--- src/rtl/pistorm_pkg.sv ---
// -----------------------------------------------------------------------------
// pistorm_pkg
// Shared types and constants for the PiStorm 68000 bus-mastership logic.
//   arb_state_t           : bus arbiter states
//   DEF_*                 : default parameter values for m68k_bus_arbiter
//   STATUS_EXT_OWNER_BIT  : position of ext_owner in the host status register
// -----------------------------------------------------------------------------
package pistorm_pkg;

  typedef enum logic [1:0] {
    OWN     = 2'd0,  // FPGA owns and drives the bus
    GRANT   = 2'd1,  // BG asserted, waiting for BGACK
    EXT     = 2'd2,  // external master holds the bus
    RECLAIM = 2'd3   // external master released, bus still tri-stated
  } arb_state_t;

  localparam int DEF_SYNC_STAGES    = 2;
  localparam int DEF_GRANT_TIMEOUT  = 16;
  localparam int DEF_RECLAIM_CYCLES = 1;

  localparam int STATUS_EXT_OWNER_BIT = 4;

endpackage

--- src/rtl/pistorm_sync.sv ---
// -----------------------------------------------------------------------------
// pistorm_sync
// Single-bit multi-flop synchronizer for asynchronous 68000 bus signals.
// Resets to 1, the idle level of the active-low bus lines it carries.
// Ports:
//   clk   in  : destination clock
//   reset in  : synchronous active-high reset
//   d     in  : raw asynchronous input
//   q     out : synchronized output, STAGES clock cycles behind d
// -----------------------------------------------------------------------------
module pistorm_sync #(
  parameter int STAGES = 2
) (
  input  logic clk,
  input  logic reset,
  input  logic d,
  output logic q
);

  logic [STAGES-1:0] stage_r;

  // Shift chain: stage 0 captures the raw input, the last stage is the output.
  always_ff @(posedge clk) begin
    if (reset) begin
      stage_r <= {STAGES{1'b1}};
    end else begin
      stage_r[0] <= d;
      for (int i = 1; i < STAGES; i++) begin
        stage_r[i] <= stage_r[i-1];
      end
    end
  end

  assign q = stage_r[STAGES-1];

endmodule

--- src/rtl/m68k_bus_arbiter.sv ---
// -----------------------------------------------------------------------------
// m68k_bus_arbiter
// 68000 bus-mastership handshake (BR/BG/BGACK) between the Pi-driven bus-cycle
// engine and external DMA masters. Decisions are taken on 7 MHz rising edges;
// the engine starts cycles on falling edges, so bus_owned is always settled
// half a 7 MHz period before it is sampled.
// Optional build macro: M68K_ARB_FAIR_EN -- after an external tenure with a Pi
// transaction pending, the Pi gets one bus cycle before the next grant, and
// RECLAIM->GRANT chaining is suppressed while a Pi transaction is pending.
// Ports:
//   c200m         in  : system clock
//   reset         in  : synchronous active-high reset
//   c7m_rising    in  : one-cycle pulse on 7 MHz rising edge
//   c7m_falling   in  : one-cycle pulse on 7 MHz falling edge
//   M68K_BR_n     in  : raw async bus request
//   M68K_BGACK_n  in  : raw async bus grant acknowledge
//   cyc_active    in  : bus-cycle engine busy (not in S0)
//   op_pending    in  : Pi transaction waiting to start
//   M68K_BG_n     out : bus grant to external master
//   bus_owned     out : engine may start a new cycle
//   drive_en      out : FPGA drives strobes/FC/address; 0 = tri-stated
//   ext_owner     out : external master holds the bus
//   grant_timeout out : one-cycle pulse when a grant is withdrawn on timeout
// -----------------------------------------------------------------------------
module m68k_bus_arbiter
  import pistorm_pkg::*;
#(
  parameter int SYNC_STAGES    = DEF_SYNC_STAGES,
  parameter int GRANT_TIMEOUT  = DEF_GRANT_TIMEOUT,
  parameter int RECLAIM_CYCLES = DEF_RECLAIM_CYCLES
) (
  input  logic c200m,
  input  logic reset,
  input  logic c7m_rising,
  input  logic c7m_falling,
  input  logic M68K_BR_n,
  input  logic M68K_BGACK_n,
  input  logic cyc_active,
  input  logic op_pending,
  output logic M68K_BG_n,
  output logic bus_owned,
  output logic drive_en,
  output logic ext_owner,
  output logic grant_timeout
);

  localparam int TW = $clog2(GRANT_TIMEOUT + 1);
  localparam int RW = $clog2(RECLAIM_CYCLES + 1);
  localparam logic [TW-1:0] T_LAST = TW'(GRANT_TIMEOUT - 1);
  localparam logic [RW-1:0] R_LAST = RW'(RECLAIM_CYCLES - 1);
  localparam logic [TW-1:0] T_MAX  = {TW{1'b1}};
  localparam logic [RW-1:0] R_MAX  = {RW{1'b1}};

  logic br_n_sync_s, bgack_n_sync_s;
  logic br_s, bgack_s;
  logic hold_br_s;      // suppresses honouring br while in OWN
  logic chain_block_s;  // suppresses RECLAIM->GRANT chaining

  arb_state_t    state_r, state_n;
  logic          bg_n_r, bg_n_n;
  logic          owned_r, owned_n;
  logic          drive_r, drive_n;
  logic          ext_r, ext_n;
  logic          pulse_r, pulse_n;
  logic [TW-1:0] tcnt_r, tcnt_n;
  logic [RW-1:0] rcnt_r, rcnt_n;

  pistorm_sync #(.STAGES(SYNC_STAGES)) u_sync_br (
    .clk   (c200m),
    .reset (reset),
    .d     (M68K_BR_n),
    .q     (br_n_sync_s)
  );

  pistorm_sync #(.STAGES(SYNC_STAGES)) u_sync_bgack (
    .clk   (c200m),
    .reset (reset),
    .d     (M68K_BGACK_n),
    .q     (bgack_n_sync_s)
  );

  assign br_s    = ~br_n_sync_s;
  assign bgack_s = ~bgack_n_sync_s;

`ifdef M68K_ARB_FAIR_EN
  logic owe_r, owe_n;
  logic cyc_d_r;
  logic owe_clr_s;

  // A completed engine cycle (cyc_active falling) repays the Pi.
  assign owe_clr_s     = cyc_d_r & ~cyc_active;
  assign hold_br_s     = owe_r;
  assign chain_block_s = op_pending;

  // Fairness bookkeeping registers.
  always_ff @(posedge c200m) begin
    if (reset) begin
      owe_r   <= 1'b0;
      cyc_d_r <= 1'b0;
    end else begin
      owe_r   <= owe_n;
      cyc_d_r <= cyc_active;
    end
  end

  // The engine samples bus_owned on its own; the falling pulse is not needed here.
  logic unused_s;
  assign unused_s = c7m_falling;
`else
  assign hold_br_s     = 1'b0;
  assign chain_block_s = 1'b0;

  // Inputs only consumed by the fairness option or by the engine itself.
  logic unused_s;
  assign unused_s = c7m_falling ^ op_pending;
`endif

  // Next-state and next-output logic; all decisions gated by c7m_rising.
  always_comb begin
    state_n = state_r;
    bg_n_n  = bg_n_r;
    owned_n = owned_r;
    drive_n = drive_r;
    ext_n   = ext_r;
    pulse_n = 1'b0;
    tcnt_n  = tcnt_r;
    rcnt_n  = rcnt_r;
`ifdef M68K_ARB_FAIR_EN
    if (owe_clr_s) begin
      owe_n = 1'b0;
    end else begin
      owe_n = owe_r;
    end
`endif
    if (c7m_rising) begin
      case (state_r)
        OWN: begin
          // A grant is never issued while an engine cycle is in flight.
          if (br_s && !cyc_active && !hold_br_s) begin
            state_n = GRANT;
            bg_n_n  = 1'b0;
            owned_n = 1'b0;
            tcnt_n  = {TW{1'b0}};
          end else begin
            state_n = OWN;
          end
        end
        GRANT: begin
          // BGACK beats a coincident timeout.
          if (bgack_s) begin
            state_n = EXT;
            bg_n_n  = 1'b1;
            drive_n = 1'b0;
            ext_n   = 1'b1;
          end else if (!br_s) begin
            state_n = OWN;
            bg_n_n  = 1'b1;
            owned_n = 1'b1;
            drive_n = 1'b1;
          end else if (tcnt_r == T_LAST) begin
            state_n = OWN;
            bg_n_n  = 1'b1;
            owned_n = 1'b1;
            drive_n = 1'b1;
            pulse_n = 1'b1;
          end else if (tcnt_r != T_MAX) begin
            tcnt_n = tcnt_r + TW'(1);
          end else begin
            tcnt_n = tcnt_r;
          end
        end
        EXT: begin
          if (!bgack_s) begin
            state_n = RECLAIM;
            ext_n   = 1'b0;
            rcnt_n  = {RW{1'b0}};
`ifdef M68K_ARB_FAIR_EN
            if (op_pending) begin
              owe_n = 1'b1;
            end else begin
              owe_n = owe_clr_s ? 1'b0 : owe_r;
            end
`endif
          end else begin
            state_n = EXT;
          end
        end
        RECLAIM: begin
          // Chained master: re-grant without ever re-driving the bus.
          if (br_s && !bgack_s && !chain_block_s) begin
            state_n = GRANT;
            bg_n_n  = 1'b0;
            tcnt_n  = {TW{1'b0}};
          end else if (rcnt_r == R_LAST) begin
            state_n = OWN;
            bg_n_n  = 1'b1;
            owned_n = 1'b1;
            drive_n = 1'b1;
          end else if (rcnt_r != R_MAX) begin
            rcnt_n = rcnt_r + RW'(1);
          end else begin
            rcnt_n = rcnt_r;
          end
        end
        default: begin
          state_n = OWN;
          bg_n_n  = 1'b1;
          owned_n = 1'b1;
          drive_n = 1'b1;
          ext_n   = 1'b0;
          tcnt_n  = {TW{1'b0}};
          rcnt_n  = {RW{1'b0}};
        end
      endcase
    end else begin
      state_n = state_r;
    end
  end

  // State, counter and output registers.
  always_ff @(posedge c200m) begin
    if (reset) begin
      state_r <= OWN;
      bg_n_r  <= 1'b1;
      owned_r <= 1'b1;
      drive_r <= 1'b1;
      ext_r   <= 1'b0;
      pulse_r <= 1'b0;
      tcnt_r  <= {TW{1'b0}};
      rcnt_r  <= {RW{1'b0}};
    end else begin
      state_r <= state_n;
      bg_n_r  <= bg_n_n;
      owned_r <= owned_n;
      drive_r <= drive_n;
      ext_r   <= ext_n;
      pulse_r <= pulse_n;
      tcnt_r  <= tcnt_n;
      rcnt_r  <= rcnt_n;
    end
  end

  assign M68K_BG_n     = bg_n_r;
  assign bus_owned     = owned_r;
  assign drive_en      = drive_r;
  assign ext_owner     = ext_r;
  assign grant_timeout = pulse_r;

endmodule

--- config.mk ---
export PLATFORM = sky130hd
export DESIGN_NAME = m68k_bus_arbiter
export DESIGN_NICKNAME = d
export VERILOG_FILES = /design/src/rtl/pistorm_pkg.sv /design/src/rtl/pistorm_sync.sv /design/src/rtl/m68k_bus_arbiter.sv
export SDC_FILE = /design/constraint.sdc
export NUM_CORES = 1
export LEC_CHECK = 0
export CAP_MARGIN = 20
export CORE_MARGIN = 1.5
export CORE_UTILIZATION = 49
export DETAILED_ROUTE_END_ITERATION = 8
export GPL_ROUTABILITY_DRIVEN = 0
export HOLD_SLACK_MARGIN = 0.12
export PLACE_DENSITY = 0.83
export SKIP_CTS_REPAIR_TIMING = 1
export SYNTH_ARGS = -nofsm -noshare
export SYNTH_HDL_FRONTEND = slang
export SYNTH_SLANG_ARGS = --single-unit
export TNS_END_PERCENT = 20
--- constraint.sdc ---
create_clock -name c200m -period 2.6 [get_ports c200m]
set_clock_uncertainty 0.2 [all_clocks]
set_input_delay 0.26 -clock c200m [delete_from_list [all_inputs] [get_ports c200m]]
set_output_delay 0.26 -clock c200m [all_outputs]
set_load 0.03 [all_outputs]
==> flow_results.org <==
** Power and ir drop
- In this run switching power makes up 25.9% of total power.
- Lkg Pwr :: 0.000397 uW
- Sequential cells account for 52.4% of the total power.
- Worst ir drop on vdd :: 0.255 mV
- Share of power burned in the clock network :: 35.3%
- Combinational share of power :: 12.3%
- Sw power :: 127 uW
- Total power per unit cell area :: 468 nW/um^2
- Internal power comes to 364 uW.

** Setup path
- Critical Path Sink :: tcnt_r[4]
- Critical path launch point :: tcnt_r[0]
- The worst setup path is launched from a register.
- The worst register-to-register path ends at tcnt_r[4].
- Number of cells traversed by the worst register-to-register path :: 7
- The signal on the critical path passes through ha_1, and3_1, ha_1, o21ai_0, nand3_1, or4_1, o31ai_1.
- The worst register-to-register path begins at tcnt_r[0].
- Setup CP Type :: reg2reg
- In this design, the stage delay of the slowest critical-path cell is 0.45 ns.
- In this run the register-to-register setup slack is 0.38 ns.
- Data on the critical path is required at its endpoint by 2.61 ns.
- Setup crit end kind :: register
- By instance count, the cell type seen most on the critical path is ha_1.
- The slowest stage of the critical path is the or4_1 cell.
- Along the worst path, the maximum fanout reaches 5.
- Data arrival time of the critical path :: 2.24 ns

** Synthesis
- Counting every instance in the synthesized netlist gives 99.
- Nets in the synthesized netlist :: 116
- Most instantiated library cell after synthesis :: dfxtp_1
- Of the post-synthesis cell area, the dominant cell type holds 35.8%.
- Yosys mapped a number of flops with a built-in enable equal to 0.
- List of most frequent post-synthesis cells :: dfxtp_1, ha_1, o21ai_0
- Summed over all instances, the cell type with the most area after synthesis is dfxtp_1.
- Register bit count reported by yosys :: 16
- Leading post-synthesis cells by cell area :: dfxtp_1, ha_1, o21ai_0, or2_2, a21oi_1
- Most used flip-flop cell after synthesis :: dfxtp_1
- Synth warn :: 0
- Share of async-settable or async-resettable flops after synthesis :: 0%
- Distinct cells, synth :: 37
- Post-synthesis cell area :: 895 um^2
- Register area share after synthesis :: 35.8%
- Average footprint of a synthesized cell :: 9.04 um^2

** Die
- Rows :: 15
- Die footprint :: 2090 um^2
- The initial utilization of the core area, before any placement, comes to 51.8%.
- In this run the standard cell core region covers 1730 um^2.
- In this run the vertical extent of the chip is 45.7 um.
- In this run the count of I/O pins placed on the die edge is 13.
- Die extent in x :: 45.7 um

** Route
- The count of nets left with antenna violations once routing finished came out at 0.
- In the final routed layout, each cell accounts on average for 12.9 um.
- Routed vias/inst :: 5.64
- The detailed router finished its first iteration with 15 violations.
- The routed layout has 761 vias.
- Number of detailed-route iterations in the first pass :: 4
- Drt drc :: 0
- The final layout contains routed wiring with a total length of 1.74 mm.

** Global routing
- Entering global routing, the biggest net connects 15 pins.
- The first global-routing pass estimated 2.80 mm of wire.
- Across every metal layer, demand over resource in global routing totals 19.1%.
- The via count of the first global-routing pass is 670.
- The initial antenna violation count is 0.
- Sum of overflow across all layers after global routing :: 0

** Placed design
- The wire-length estimate of the detail-placed layout is 1.29 mm.
- Worst-case setup slack after placement :: 0.426 ns
- IO buf count :: 10

** STA
- Final sum of negative setup slack :: 0 ns
- Final count of negative-setup-slack endpoints :: 0
- Setup repair after global routing left no endpoint under its margin.
- Tightest slew margin relative to the limit :: 67.7%
- Based on the critical path, the design can be clocked at up to 450 MHz.
- Counting I/O delays and the setup requirement, the final critical path takes 2.22 ns.
- At the pin with the least slew margin, the transition time is 0.485 ns.
- After layout, the worst path uses 85.5% of the clock period.
- Final Hold Fails :: 0
- Post-route worst setup slack :: 0.376 ns
- Number of pins exceeding their max-slew limit in the final report :: 0

** Layout
- For this run, the share of the core covered by cells in the final layout is 60.7%.
- Post-synthesis to final-layout area growth :: 17.2%
- Of the cells placed in the final design, the portion with a size suffix greater than 1 is 10.0%.
- Filler Cell Count :: 146
- The repair_antennas step left the layout with diodes totalling 0.
- The net count of the finished layout is 128.

** Clock network
- CTS built an H-tree with a depth of 1.
- Number of buffers created by CTS :: 3
- Largest buffer count on any clock path :: 2
- Clock transition at the register clock pins on the worst setup and hold paths after CTS :: 0.10 ns
- Clock insertion delay at the later pin of the skew report :: 0.30 ns
- TritonCTS built the clock tree.
- Cell at the root of the clock tree :: clkbuf_4
- CTS saw 16 sinks.

** Run
- Across the run, the number of max-cap violations was 0.

** Worst hold path
- The min-delay analysis places its worst path in the category reg2reg.

** Outcome
- Status :: finished, final reports clean
==> power by group through the flow <==
stage               combinational, uW  clock [uW]  sequential (uW)
global placement                 57.8           0              263
detailed placement               59.8           0              263
floorplan                        35.1           0              267
global route                     65.1         184              259
CTS                              59.8         176              257
finish                           60.3         173              257
==> flip-flops by register name, indices dropped and copies added, names as in the netlist, named ones only <==
signal,flops
u_sync_bgack.stage_r,2
drive_en,1
u_sync_br.stage_r,2
ext_owner,1
M68K_BG_n,1
tcnt_r,5
grant_timeout,1
bus_owned,1
state_r,1
==> cell usage in the layout (no fill, tap or decap), types with 2 or more instances in the layout <==
master / n
or2b_1: 2
dfxtp_1: 16
nand4_1: 2
nor2_1: 3
inv_1: 6
nand2b_1: 3
clkdlybuf4s50_1: 10
clkbuf_4: 3
nand3_1: 4
mux2i_1: 2
nand4b_1: 2
o211ai_1: 2
nand2_1: 6
ha_1: 9
and3_1: 2
or2_2: 5
o21ai_0: 7
a21oi_1: 6
==> kinds of logic (layout without fill, tap and decap cells) <==
| group | count (synthesis) | count (layout) | share of synthesized area (%) |
|---|---|---|---|
| AO/OA/AOI/OAI | 26 | 26 | 19.2 |
| XOR/XNOR | 1 | 1 | 0.979 |
| adder cells (fa/ha/maj) | 9 | 9 | 12.6 |
| buffers and inverters | 9 | 20 | 4.06 |
| flip-flops | 16 | 16 | 35.8 |
| multiplexers | 2 | 2 | 2.24 |
| AND/OR/NAND/NOR | 36 | 36 | 25.2 |
==> final cells by class <==
| cell class | instances | area (um^2) | share of cell area [%] |
|---|---|---|---|
| Inverter | 6 | 22.5 | 2.15 |
| Tap cell | 25 | 31.3 | 2.98 |
| Timing Repair Buffer | 10 | 100 | 9.55 |
| Multi-Input combinational cell | 74 | 538 | 51.3 |
| Clock buffer | 4 | 36.3 | 3.46 |
| Sequential cell | 16 | 320 | 30.5 |
==> stage by stage <==
step                hold slack (ns)  cell area (um^2)  std cells  total power, uW
floorplan                     0.164               895         99              302
global placement              0.193              1010        131              320
detailed placement            0.199              1010        131              323
CTS                           0.222              1050        135              493
global route                  0.241              1050        135              508
finish                        0.219              1050        135              491
==> how the worst min path moves through the flow <==
stage                               from                       to  slack, ns  cells after the start
global placement    u_sync_br.stage_r[0]     u_sync_br.stage_r[1]       0.19                      1
floorplan                   M68K_BGACK_n  u_sync_bgack.stage_r[0]       0.16                      1
CTS                 u_sync_br.stage_r[0]     u_sync_br.stage_r[1]       0.22                      1
finish              u_sync_br.stage_r[0]     u_sync_br.stage_r[1]       0.22                      1
global route        u_sync_br.stage_r[0]     u_sync_br.stage_r[1]       0.24                      1
detailed placement  u_sync_br.stage_r[0]     u_sync_br.stage_r[1]       0.20                      1
==> critical path: cells and delay by family (launching register included) <==
family	cells	cell delay [ns]
fa+ha+maj	2	0.44
compound gates	2	0.30
flops	1	0.35
simple gates	3	0.86
==> layer usage <==
layer	wire length [um]	GRT usage, %	vias up	part of all wire (%)
met5	0	0	-	0
li1	-	-	381	-
met1	810	22.4	358	47
met4	44	12.0	0	2.5
met3	59	4.76	4	3.4
met2	820	30.7	18	47
Power figures use the tool's default switching activity.
